## src/rtl/demux_1_4_reg.sv

```systemverilog
// 1-to-4 registered demultiplexer: one holding register per channel, valid/ready on both sides.
// Latency 1 cycle; in_ready drops only when the addressed channel is full and not being drained.
module demux_1_4_reg #(
    parameter int WIDTH = 4
) (
    input  logic             clk,
    input  logic             rst,
    input  logic [WIDTH-1:0] in_data,
    input  logic [1:0]       in_sel,
    input  logic             in_valid,
    output logic             in_ready,
    output logic [WIDTH-1:0] out_data0,
    output logic [WIDTH-1:0] out_data1,
    output logic [WIDTH-1:0] out_data2,
    output logic [WIDTH-1:0] out_data3,
    output logic [3:0]       out_valid,
    input  logic [3:0]       out_ready,
    output logic [7:0]       drop_cnt
);

    logic [WIDTH-1:0] data_q [4];
    logic [WIDTH-1:0] data_d [4];
    logic [3:0]       valid_q, valid_d;
    logic [7:0]       drop_q, drop_d;
    logic             accept;
    logic [3:0]       pop;
    logic [3:0]       load;

    assign in_ready = ~valid_q[in_sel] | out_ready[in_sel];
    assign accept   = in_valid & in_ready;
    assign pop      = valid_q & out_ready;

    always_comb begin
        load   = 4'b0000;
        drop_d = drop_q;
        if (accept) begin
            load[in_sel] = 1'b1;
        end
        // Saturate rather than wrap so a long stall still reads as "many".
        if (in_valid && !in_ready && drop_q != 8'hFF) begin
            drop_d = drop_q + 8'd1;
        end
        for (int k = 0; k < 4; k++) begin
            data_d[k]  = load[k] ? in_data : data_q[k];
            valid_d[k] = load[k] | (valid_q[k] & ~pop[k]);
        end
    end

    always_ff @(posedge clk) begin
        if (rst) begin
            for (int k = 0; k < 4; k++) begin
                data_q[k] <= '0;
            end
            valid_q <= 4'b0000;
            drop_q  <= 8'd0;
        end else begin
            for (int k = 0; k < 4; k++) begin
                data_q[k] <= data_d[k];
            end
            valid_q <= valid_d;
            drop_q  <= drop_d;
        end
    end

    assign out_data0 = data_q[0];
    assign out_data1 = data_q[1];
    assign out_data2 = data_q[2];
    assign out_data3 = data_q[3];
    assign out_valid = valid_q;
    assign drop_cnt  = drop_q;

endmodule

```

## config.mk

```make
export PLATFORM = sky130hd
export DESIGN_NAME = demux_1_4_reg
export DESIGN_NICKNAME = d
export VERILOG_FILES = /design/src/rtl/demux_1_4_reg.sv
export SDC_FILE = /design/constraint.sdc
export NUM_CORES = 1
export LEC_CHECK = 0
export ABC_CLOCK_PERIOD_IN_PS = 2000
export BUFFER_PORTS_ARGS = -buffer_cell sky130_fd_sc_hd__buf_2
export CAP_MARGIN = 5
export CORE_MARGIN = 3
export CORE_UTILIZATION = 40
export DETAILED_ROUTE_END_ITERATION = 12
export PLACE_DENSITY_LB_ADDON = 0.3
export SYNTH_ARGS = -nofsm -noshare
export SYNTH_HDL_FRONTEND = slang
export SYNTH_SLANG_ARGS = --single-unit
```

## constraint.sdc

```tcl
create_clock -name clk -period 2 [get_ports clk]
set_input_delay 0.2 -clock clk [delete_from_list [all_inputs] [get_ports clk]]
set_output_delay 0.2 -clock clk [all_outputs]
set_load 0.05 [all_outputs]
```

==> insert_results.sql, run 1 <==
INSERT INTO impl_metrics (metric_group, metric, value, unit) VALUES
('worst_setup_path', 'startpoint_type', 'register', ''),
('worst_setup_path', 'critPathTopFamily', 'simple AND/OR/NAND/NOR gates', ''),
('die', 'floorplan.core_area', '2810', 'um2'),
('die', 'rows', '19', ''),
('placement', 'port_buffers', '41', ''),
('clock_network', 'clk_root_buffer_cell', 'clkbuf_4', ''),
('yosys', 'synth_compound_area_frac', '0.0731', ''),
('yosys', 'ys_seq_elements', '28', ''),
('yosys', 'synth_top_family_by_area', 'simple AND/OR/NAND/NOR gates', ''),
('timing', 'grt_setup_unrepaired', 'no', ''),
('clock_network', 'htree_levels', '1', ''),
('grt', 'track_usage', '0.149', ''),
('worst_setup_path', 'slowest_delay', '0.61', 'ns'),
('timing', 'worst_slew_margin_rel', '0.617', ''),
('placement', 'placed_area', '1420', 'um2'),
('yosys', 'synth_edf_count', '0', ''),
('final_layout', 'n_antenna_cell', '0', ''),
('final_layout', 'area_growth', '23.0', '%'),
('route', 'antenna_violating_nets_post_route', '0', ''),
('route', 'route.final.wire_length', '2520', 'um'),
('yosys', 'netlist-cell-type-count', '28', ''),
('timing', 'final_min_period_over_clock_period', '0.924', ''),
('job', 'max_cap_violations', '0', ''),
('worst_hold_path', 'timing.hold.worst.class', 'in2reg', ''),
('yosys', 'seq_area_frac_synth', '0.468', ''),
('timing', 'worst-slew-pin-transition', '0.569', 'ns'),
('worst_setup_path', 'timing.critical_path.buf_inv', '0', ''),
('yosys', 'synth_top_area_share', '0.468', ''),
('yosys', 'post_synth_main_area_contributors', 'dfxtp_1, mux2i_1, nor2_1', ''),
('yosys', 'synthDominantAreaCellType', 'dfxtp_1', ''),
('yosys', 'leading_post_synthesis_cells_by_instance_count', 'dfxtp_1, nor2_1, mux2i_1, a21oi_1, nand2_1', ''),
('run_status', 'outcome', 'completed', ''),
('placement', 'gp_congestion', '0.728', ''),
('yosys', 'syn-mean-instance-area', '9.75', 'um2'),
('timing', 'timing_max_transition_violations_final', '0', ''),
('grt', 'grt_antenna_before_repair', '0', ''),
('clock_network', 'ctsLongestPathBuffers', '2', ''),
('yosys', 'synthesized_netlist_net_count', '137', ''),
('worst_setup_path', 'timing.critical_path.cells', 'nand2b_4, mux4_2, or4b_1, and3_1', ''),
('clock_network', 'worst_setup_hold_path_clk_slew', '0.15', 'ns'),
('route', 'vias', '1012', ''),
('timing', 'worst_clock_skew', '0.00567', 'ns'),
('yosys', 'yosys.area_share.adder', '0.0104', ''),
('yosys', 'postSynth.topFlopCell', 'dfxtp_1', ''),
('yosys', 'yosysWarnings', '0', ''),
('final_layout', 'filler_cell_count', '274', ''),
('clock_network', 'post-cts-setup-buffer-count', '0', ''),
('yosys', 'synthMostInstantiatedCell', 'dfxtp_1', ''),
('route', 'first_pass_iters', '5', ''),
('route', 'initialDrtViolationCount', '61', ''),
('clock_network', 'tritoncts.num_buffers', '3', ''),
('placement', 'place_hpwl', '1880', 'um'),
('grt', 'grt_remaining_overflow', '0', ''),
('route', 'wl_per_cell', '13.1', 'um'),
('clock_network', 'clock_tree_from_tritoncts', 'built', ''),
('worst_setup_path', 'crit_slowest_cell', 'mux4_2', ''),
('grt', 'grt_pass1_vias', '901', ''),
('clock_network', 'cts.sink_count', '28', ''),
('timing', 'fin_tns_setup', '0', 'ns'),
('route', 'drc', '0', ''),
('yosys', 'xor_xnor_portion_of_the_synthesized_cell_area', '0', ''),
('pwr', 'ir_worst_vdd', '360', 'uV'),
('final_layout', 'final_layout_size_suffix_gt1_frac', '0.340', ''),
('die', 'die_width', '60.7', 'um'),
('yosys', 'synth.area.mux_share', '0.170', ''),
('timing', 'final-setup-viol-count', '0', ''),
('timing', 'final-hold-violation-count', '0', ''),
('timing', 'final.min_clock_period', '1.85', 'ns'),
('grt', 'grt_pass1_wl', '4120', 'um'),
('worst_setup_path', 'critPathKind', 'reg2reg', ''),
('route', 'viasPerCell', '5.24', '');
[power by group]
| group | total [mW] | internal (mW) | switching (mW) | leakage [nW] |
|---|---|---|---|---|
| Clock | 0.370 | 0.203 | 0.167 | 0.0279 |
| Combinational | 0.141 | 0.0434 | 0.0973 | 0.416 |
| Sequential | 0.582 | 0.573 | 0.00842 | 0.229 |
| Total | 1.09 | 0.819 | 0.273 | 0.673 |
[metrics by stage]
| step | setup WS, ns | instances | hold slack, ns | power (mW) |
|---|---|---|---|---|
| after floorplan | 0.0399 | 123 | 0.344 | 0.697 |
| final | 0.151 | 193 | 0.134 | 1.09 |
| after global routing | 0.0801 | 193 | 0.117 | 1.14 |
| after CTS | 0.137 | 193 | 0.121 | 1.11 |
| after global placement | 0.159 | 189 | 0.468 | 0.733 |
| after detailed placement | 0.141 | 189 | 0.478 | 0.736 |
[registers in the layout, indices dropped and copies added (netlist names)]
name,flops
out_valid,4
drop_cnt,8
data_q,16
[path summary, 6_finish.rpt]
kind	from	to	slack, ns	cells after the start
max	out_valid[3]	drop_cnt[6]	0.15	4
min	out_ready[3]	out_valid[3]	0.13	3
max reg2reg	out_valid[3]	drop_cnt[6]	0.15	4
min reg2reg	out_valid[3]	out_valid[3]	0.50	2
[layout make-up]
cell class	count	area, um2	share of cell area
Tap cell	31	38.8	0.0263
Sequential cell	28	566	0.384
Inverter	2	7.51	0.00509
Timing Repair Buffer	42	213	0.144
Clock inverter	1	30.0	0.0204
Clock buffer	3	22.5	0.0153
Multi-Input combinational cell	86	597	0.405
[cell families (layout without fill, tap and decap cells)]
logic type	Yosys count	count (layout)
compound gates	15	15
fa+ha+maj	1	1
buf+inv	9	48
flops	28	28
mux	19	19
simple gates	51	51
[metal layers]
metal / vias up / routed length (um) / GRT usage
met5: - / 0 / 0
met4: 0 / 20 / 0.0650
met3: 2 / 140 / 0.0383
met2: 30 / 1240 / 0.226
met1: 468 / 1120 / 0.200
li1: 512 / - / -
[worst reg2reg max path, stage by stage (launching register included)]
cell and delay, ns:
dfxtp_2 0.38, nand2b_4 0.06, mux4_2 0.61, or4b_1 0.53, and3_1 0.18
[layout by cell type (no fill, tap or decap)]
cell type  count
buf_2         41
mux2_1         1
and4_1         1
nand2b_4       3
a21oi_1        8
clkbuf_4       3
or4_1          4
o21bai_1       1
nor3_1         1
o31ai_1        4
dfxtp_1       24
ha_1           1
nor2_1        20
and4b_1        1
and3_1         2
or3_1          1
buf_4          1
nand3_1        2
dfxtp_2        4
nor3b_1        1
bufinv_16      1
mux4_2         1
nor3b_2        1
nor2b_1        3
nand2b_1       1
o21ai_0        2
nand2_1        7
or4b_1         1
mux2i_1       17
nand4_1        2
inv_1          2
(Power assumes the default switching activity.)
==> inputs of run 2 (changes only) <==
--- a/config.mk
+++ b/config.mk
@@ -5,7 +5,7 @@
 export SDC_FILE = /design/constraint.sdc
 export NUM_CORES = 1
 export LEC_CHECK = 0
-export ABC_CLOCK_PERIOD_IN_PS = 2000
+export ABC_CLOCK_PERIOD_IN_PS = 1900
 export BUFFER_PORTS_ARGS = -buffer_cell sky130_fd_sc_hd__buf_2
 export CAP_MARGIN = 5
 export CORE_MARGIN = 3
==> constraint.sdc (replaced) <==
create_clock -name clk -period 1.9 [get_ports clk]
set_input_delay 0.19 -clock clk [delete_from_list [all_inputs] [get_ports clk]]
set_output_delay 0.19 -clock clk [all_outputs]
set_load 0.05 [all_outputs]
==> insert_results.sql, run 2 (same netlist as run 1, synthesis figures left out) <==
INSERT INTO impl_metrics (metric_group, metric, value, unit) VALUES
('worst_setup_path', 'startpoint_type', 'register', ''),
('worst_setup_path', 'arrival', '2.08', 'ns'),
('die', 'die_width', '60.7', 'um'),
('timing', 'fmaxAchievable', '0.543', 'GHz'),
('die', 'start_util', '0.427', ''),
('placement', 'port_buffers', '41', ''),
('job', 'max_cap_violations', '0', ''),
('clock_network', 'clock_latency', '0.32', 'ns'),
('final_layout', 'area_growth', '25.3', '%'),
('clock_network', 'htree_levels', '1', ''),
('die', 'rows', '19', ''),
('final_layout', 'layout.cells.most_common_list', 'buf_2, dfxtp_1, nor2_1', ''),
('route', 'vias', '1034', ''),
('final_layout', 'layout.cells.most_common', 'buf_2', ''),
('route', 'initialDrtViolationCount', '78', ''),
('route', 'wl_per_cell', '13.8', 'um'),
('timing', 'final_min_period_over_clock_period', '0.969', ''),
('grt', 'grt_pass1_vias', '951', ''),
('final_layout', 'regMostFlops', 'data_q', ''),
('pwr', 'totalPowerFinal', '1.15', 'mW'),
('placement', 'gp_congestion', '0.793', ''),
('final_layout', 'n_antenna_cell', '0', ''),
('route', 'route.final.wire_length', '2690', 'um'),
('die', 'boundaryPins', '42', ''),
('clock_network', 'ctsLongestPathBuffers', '2', ''),
('run_status', 'outcome', 'completed', ''),
('grt', 'grt_remaining_overflow', '0', ''),
('timing', 'worst-slew-pin-transition', '0.562', 'ns'),
('placement', 'place_hpwl', '2040', 'um'),
('worst_setup_path', 'timing.critical_path.fanout_max', '13', ''),
('worst_hold_path', 'timing.hold.worst.class', 'in2reg', ''),
('clock_network', 'cts_hold_buffers', '0', ''),
('die', 'die_area', '3690', 'um2'),
('grt', 'grt_pass1_wl', '4210', 'um'),
('final_layout', 'layout.nets', '179', ''),
('clock_network', 'clock_tree_from_tritoncts', 'built', ''),
('clock_network', 'clk_root_buffer_cell', 'clkbuf_4', ''),
('timing', 'final.min_clock_period', '1.84', 'ns'),
('route', 'antenna_violating_nets_post_route', '0', ''),
('clock_network', 'worst_setup_hold_path_clk_slew', '0.15', 'ns'),
('clock_network', 'post-cts-setup-buffer-count', '0', ''),
('worst_setup_path', 'critPathKind', 'reg2reg', ''),
('timing', 'final-setup-viol-count', '0', ''),
('route', 'first_pass_iters', '4', ''),
('timing', 'fin_tns_setup', '0', 'ns'),
('die', 'floorplan.core_area', '2810', 'um2'),
('grt', 'grt_antenna_before_repair', '0', ''),
('timing', 'grt_setup_unrepaired', 'no', ''),
('timing', 'worst_slew_margin_rel', '0.621', ''),
('clock_network', 'cts.sink_count', '28', ''),
('grt', 'grt_start_max_net_pins', '21', ''),
('pwr', 'power.static_leakage', '0.684', 'nW'),
('pwr', 'power_density', '764', 'nW/um2'),
('final_layout', 'final_layout_size_suffix_gt1_frac', '0.360', ''),
('route', 'drc', '0', ''),
('pwr', 'ir_worst_vdd', '486', 'uV'),
('clock_network', 'ctsResizeCount', '0', ''),
('worst_setup_path', 'critical_path_required', '2.14', 'ns'),
('grt', 'track_usage', '0.153', ''),
('worst_setup_path', 'cp-end-kind', 'register', ''),
('final_layout', 'final-instance-count-excl-fill', '195', ''),
('final_layout', 'largest_reg_flops', '16', ''),
('die', 'chipHeight', '60.7', 'um'),
('placement', 'numPlacedInstances', '190', ''),
('route', 'viasPerCell', '5.30', ''),
('clock_network', 'tritoncts.num_buffers', '3', ''),
('timing', 'worst_clock_skew', '0.00226', 'ns'),
('timing', 'final-hold-violation-count', '0', ''),
('timing', 'timing_max_transition_violations_final', '0', '');
-- run 2: cell types whose count changed in the layout (fill, tap and decap cells not counted) --
cell     previous run  this run
dfxtp_2             4         2
dfxtp_1            24        22
dfxtp_4             0         4
buf_4               1         3
-- run 2: worst paths after layout --
| path | startpoint | endpoint | slack, ns | cells after the start |
|---|---|---|---|---|
| worst max-delay path | out_valid[3] | drop_cnt[6] | 0.06 | 4 |
| worst min-delay path | rst | drop_cnt[2] | 0.12 | 2 |
| worst max register to register | out_valid[3] | drop_cnt[6] | 0.06 | 4 |
| worst min register to register | drop_cnt[1] | drop_cnt[1] | 0.49 | 2 |
-- run 2: through the flow --
step                      utilization  hold WS (ns)  setup WS (ns)  cell area, um2
after global routing            0.535         0.119        0.00413            1500
after detailed placement        0.514         0.470         0.0415            1440
after floorplan                     -         0.334         0.0151            1220
after global placement          0.514         0.459         0.0673            1440
after CTS                       0.533         0.115         0.0534            1490
final                           0.535         0.123         0.0589            1500
-- run 2: layout make-up --
class / count / area, um2
timing repair buffer: 44 / 228
inverter: 2 / 7.51
sequential: 28 / 578
fill: 264 / 1300
clock buffer: 3 / 22.5
multi-input combinational: 86 / 597
tap: 31 / 38.8
clock inverter: 1 / 30.0
-- run 2: critical path: stages, from the launching register on --
cell	delay, ns
dfxtp_4	0.38
nand2b_4	0.05
mux4_2	0.60
or4b_1	0.53
and3_1	0.19
-- run 2: power by group --
part           total (mW)  switching (mW)  internal [mW]  leakage, nW
Clock               0.385           0.172          0.213       0.0279
Sequential          0.609         0.00934          0.599        0.231
Combinational       0.153           0.105         0.0478        0.425
Total                1.15           0.286          0.860        0.684
-- run 2: routing by layer --
layer  wire length (um)  vias up  global-route usage
li1                   -      516                   -
met1               1170      482               0.193
met2               1290       34               0.250
met3                203        2              0.0404
met4                 19        0              0.0557
met5                  0        -                   0
==> inputs of run 3 (changes only) <==
--- a/config.mk
+++ b/config.mk
@@ -6,7 +6,7 @@
 export NUM_CORES = 1
 export LEC_CHECK = 0
 export ABC_CLOCK_PERIOD_IN_PS = 1900
-export BUFFER_PORTS_ARGS = -buffer_cell sky130_fd_sc_hd__buf_2
+export BUFFER_PORTS_ARGS = -buffer_cell sky130_fd_sc_hd__clkbuf_2
 export CAP_MARGIN = 5
 export CORE_MARGIN = 3
 export CORE_UTILIZATION = 40
==> insert_results.sql, run 3 (same netlist as run 1, synthesis figures left out) <==
INSERT INTO impl_metrics (metric_group, metric, value, unit) VALUES
('run_status', 'outcome', 'completed', ''),
('worst_setup_path', 'timing.critical_path.fanout_max', '13', ''),
('worst_hold_path', 'timing.hold.worst.class', 'in2reg', ''),
('final_layout', 'layout.nets', '179', ''),
('pwr', 'power_switching_share', '0.271', ''),
('timing', 'timing_max_transition_violations_final', '0', ''),
('final_layout', 'multi_input_area', '597', 'um2'),
('worst_hold_path', 'timing.hold.worst_endpoint', 'out_valid[0]', ''),
('grt', 'grt_pass1_wl', '4200', 'um'),
('clock_network', 'cts.sink_count', '28', ''),
('final_layout', 'area_growth', '22.8', '%'),
('route', 'initialDrtViolationCount', '21', ''),
('worst_setup_path', 'critical_path.reg2reg.startpoint', 'out_valid[3]', ''),
('final_layout', 'reg_area', '578', 'um2'),
('timing', 'fmaxAchievable', '0.541', 'GHz'),
('pwr', 'netSwitchingPower', '267', 'uW'),
('route', 'viasPerCell', '5.27', ''),
('worst_setup_path', 'slowest_delay', '0.60', 'ns'),
('route', 'drc', '0', ''),
('pwr', 'totalPowerFinal', '987', 'uW'),
('grt', 'grtUsageMet1', '0.185', ''),
('timing', 'fin_tns_setup', '0', 'ns'),
('clock_network', 'clock_tree_from_tritoncts', 'built', ''),
('die', 'start_util', '0.427', ''),
('pwr', 'power_density', '671', 'nW/um2'),
('grt', 'grt_pass1_vias', '949', ''),
('grt', 'track_usage', '0.151', ''),
('final_layout', 'layout.cells.most_common', 'clkbuf_2', ''),
('worst_setup_path', 'critical_path_required', '2.12', 'ns'),
('pwr', 'combPwrFrac', '0.154', ''),
('final_layout', 'n_antenna_cell', '0', ''),
('final_layout', 'final_layout_size_suffix_gt1_frac', '0.356', ''),
('worst_setup_path', 'arrival', '2.06', 'ns'),
('grt', 'grt_remaining_overflow', '0', ''),
('clock_network', 'worst_setup_hold_path_clk_slew', '0.13', 'ns'),
('clock_network', 'ctsResizeCount', '0', ''),
('timing', 'worst_slew_margin_rel', '0.625', ''),
('grt', 'met2_usage', '0.263', ''),
('final_layout', 'final-instance-count-excl-fill', '194', ''),
('worst_setup_path', 'cp-end-kind', 'register', ''),
('worst_setup_path', 'critPathKind', 'reg2reg', ''),
('grt', 'busiest_layer', 'met2', ''),
('die', 'die_width', '60.7', 'um'),
('pwr', 'seq_power_share', '0.617', ''),
('worst_setup_path', 'regToRegSetupSlack', '0.05', 'ns'),
('timing', 'grt_setup_unrepaired', 'no', ''),
('timing', 'final-setup-viol-count', '0', ''),
('timing', 'final_min_period_over_clock_period', '0.972', ''),
('pwr', 'power_frac_clock', '0.230', ''),
('clock_network', 'clock_latency', '0.30', 'ns'),
('placement', 'placed_area', '1440', 'um2'),
('worst_setup_path', 'r2r_end', 'drop_cnt[6]', ''),
('placement', 'gp_congestion', '0.775', ''),
('route', 'first_pass_iters', '4', ''),
('timing', 'hold_slack', '0.155', 'ns'),
('die', 'chipHeight', '60.7', 'um'),
('timing', 'final.min_clock_period', '1.85', 'ns'),
('final_layout', 'regMostFlops', 'data_q', ''),
('route', 'vias', '1022', ''),
('pwr', 'power.static_leakage', '0.650', 'nW'),
('timing', 'final-hold-violation-count', '0', ''),
('job', 'max_cap_violations', '0', ''),
('clock_network', 'tritoncts.num_buffers', '3', ''),
('route', 'route.final.wire_length', '2640', 'um'),
('grt', 'grt_start_max_net_pins', '21', ''),
('placement', 'numPlacedInstances', '190', ''),
('pwr', 'ir_worst_vdd', '320', 'uV'),
('final_layout', 'largest_reg_flops', '16', ''),
('worst_hold_path', 'worstHoldPathCells', '3', ''),
('worst_setup_path', 'critPathTopFamily', 'simple AND/OR/NAND/NOR gates', ''),
('clock_network', 'ctsLongestPathBuffers', '2', ''),
('worst_setup_path', 'worst_reg_to_reg_cells', '4', ''),
('worst_setup_path', 'startpoint_type', 'register', ''),
('placement', 'port_buffers', '41', ''),
('die', 'rows', '19', ''),
('route', 'antenna_violating_nets_post_route', '0', ''),
('worst_setup_path', 'timing.critical_path.buf_inv', '0', ''),
('timing', 'worst-slew-pin-transition', '0.561', 'ns'),
('worst_setup_path', 'timing.critical_path.cells', 'nand2b_4, mux4_2, or4b_1, and3_1', ''),
('die', 'floorplan.core_area', '2810', 'um2'),
('timing', 'worst_clock_skew', '0.00210', 'ns'),
('final_layout', 'design_area', '1470', 'um2'),
('worst_hold_path', 'worst_hold_startpoint', 'out_ready[0]', ''),
('final_layout', 'layout.cells.most_common_list', 'clkbuf_2, dfxtp_1, nor2_1', ''),
('die', 'boundaryPins', '42', ''),
('final_layout', 'filler_cell_count', '274', ''),
('route', 'wl_per_cell', '13.6', 'um'),
('grt', 'gr-usage-met3', '0.0383', ''),
('grt', 'grt_antenna_before_repair', '0', ''),
('die', 'die_area', '3690', 'um2'),
('pwr', 'internal_power', '720', 'uW'),
('clock_network', 'clk_root_buffer_cell', 'clkbuf_4', ''),
('worst_setup_path', 'crit_slowest_cell', 'mux4_2', ''),
('placement', 'place_hpwl', '2110', 'um'),
('clock_network', 'htree_levels', '1', '');
[run 3: final cells by class]
type	count	area share
multi-input combinational	86	0.406
sequential	28	0.393
timing repair buffer	44	0.155
tap	31	0.0264
clock buffer	3	0.0153
inverter	2	0.00510
[run 3: power by group through the flow]
stage	logic [mW]	registers [mW]	clock network, mW
global route	0.163	0.611	0.258
floorplan	0.0556	0.674	0
finish	0.152	0.609	0.227
detailed placement	0.152	0.622	0
global placement	0.148	0.621	0
CTS	0.152	0.609	0.237
[run 3: worst max-delay path by stage]
stage                             from     endpoint  depth (start not counted)
after detailed placement  out_ready[3]  drop_cnt[6]                          5
after global routing      out_valid[3]  drop_cnt[6]                          4
after floorplan           out_valid[3]  drop_cnt[2]                          5
after global placement    out_ready[3]  drop_cnt[6]                          5
after CTS                 out_valid[3]  drop_cnt[6]                          4
final                     out_valid[3]  drop_cnt[6]                          4
[run 3: timing repair]
action / CTS / global route
buffers inserted: 0 / 1
hold buffers: 0 / 0
setup endpoints to repair: 0 / 2
[run 3: per-layer routing]
layer / vias to the layer above / part of all wire
li1: 510 / -
met1: 484 / 0.43
met2: 26 / 0.51
met3: 2 / 0.054
met4: 0 / 0.0072
met5: - / 0
[run 3: worst register-to-register path, cell delays in order (launching register included)]
cell and delay [ns]:
dfxtp_4 0.38, nand2b_4 0.06, mux4_2 0.60, or4b_1 0.53, and3_1 0.20
[run 3: through the flow]
| step | setup WS, ns | utilization |
|---|---|---|
| final | 0.0524 | 0.525 |
| after global routing | 0.00338 | 0.525 |
| after CTS | 0.0228 | 0.522 |
| after detailed placement | 0.0450 | 0.514 |
| after global placement | 0.0814 | 0.514 |
| after floorplan | 0.0151 | - |
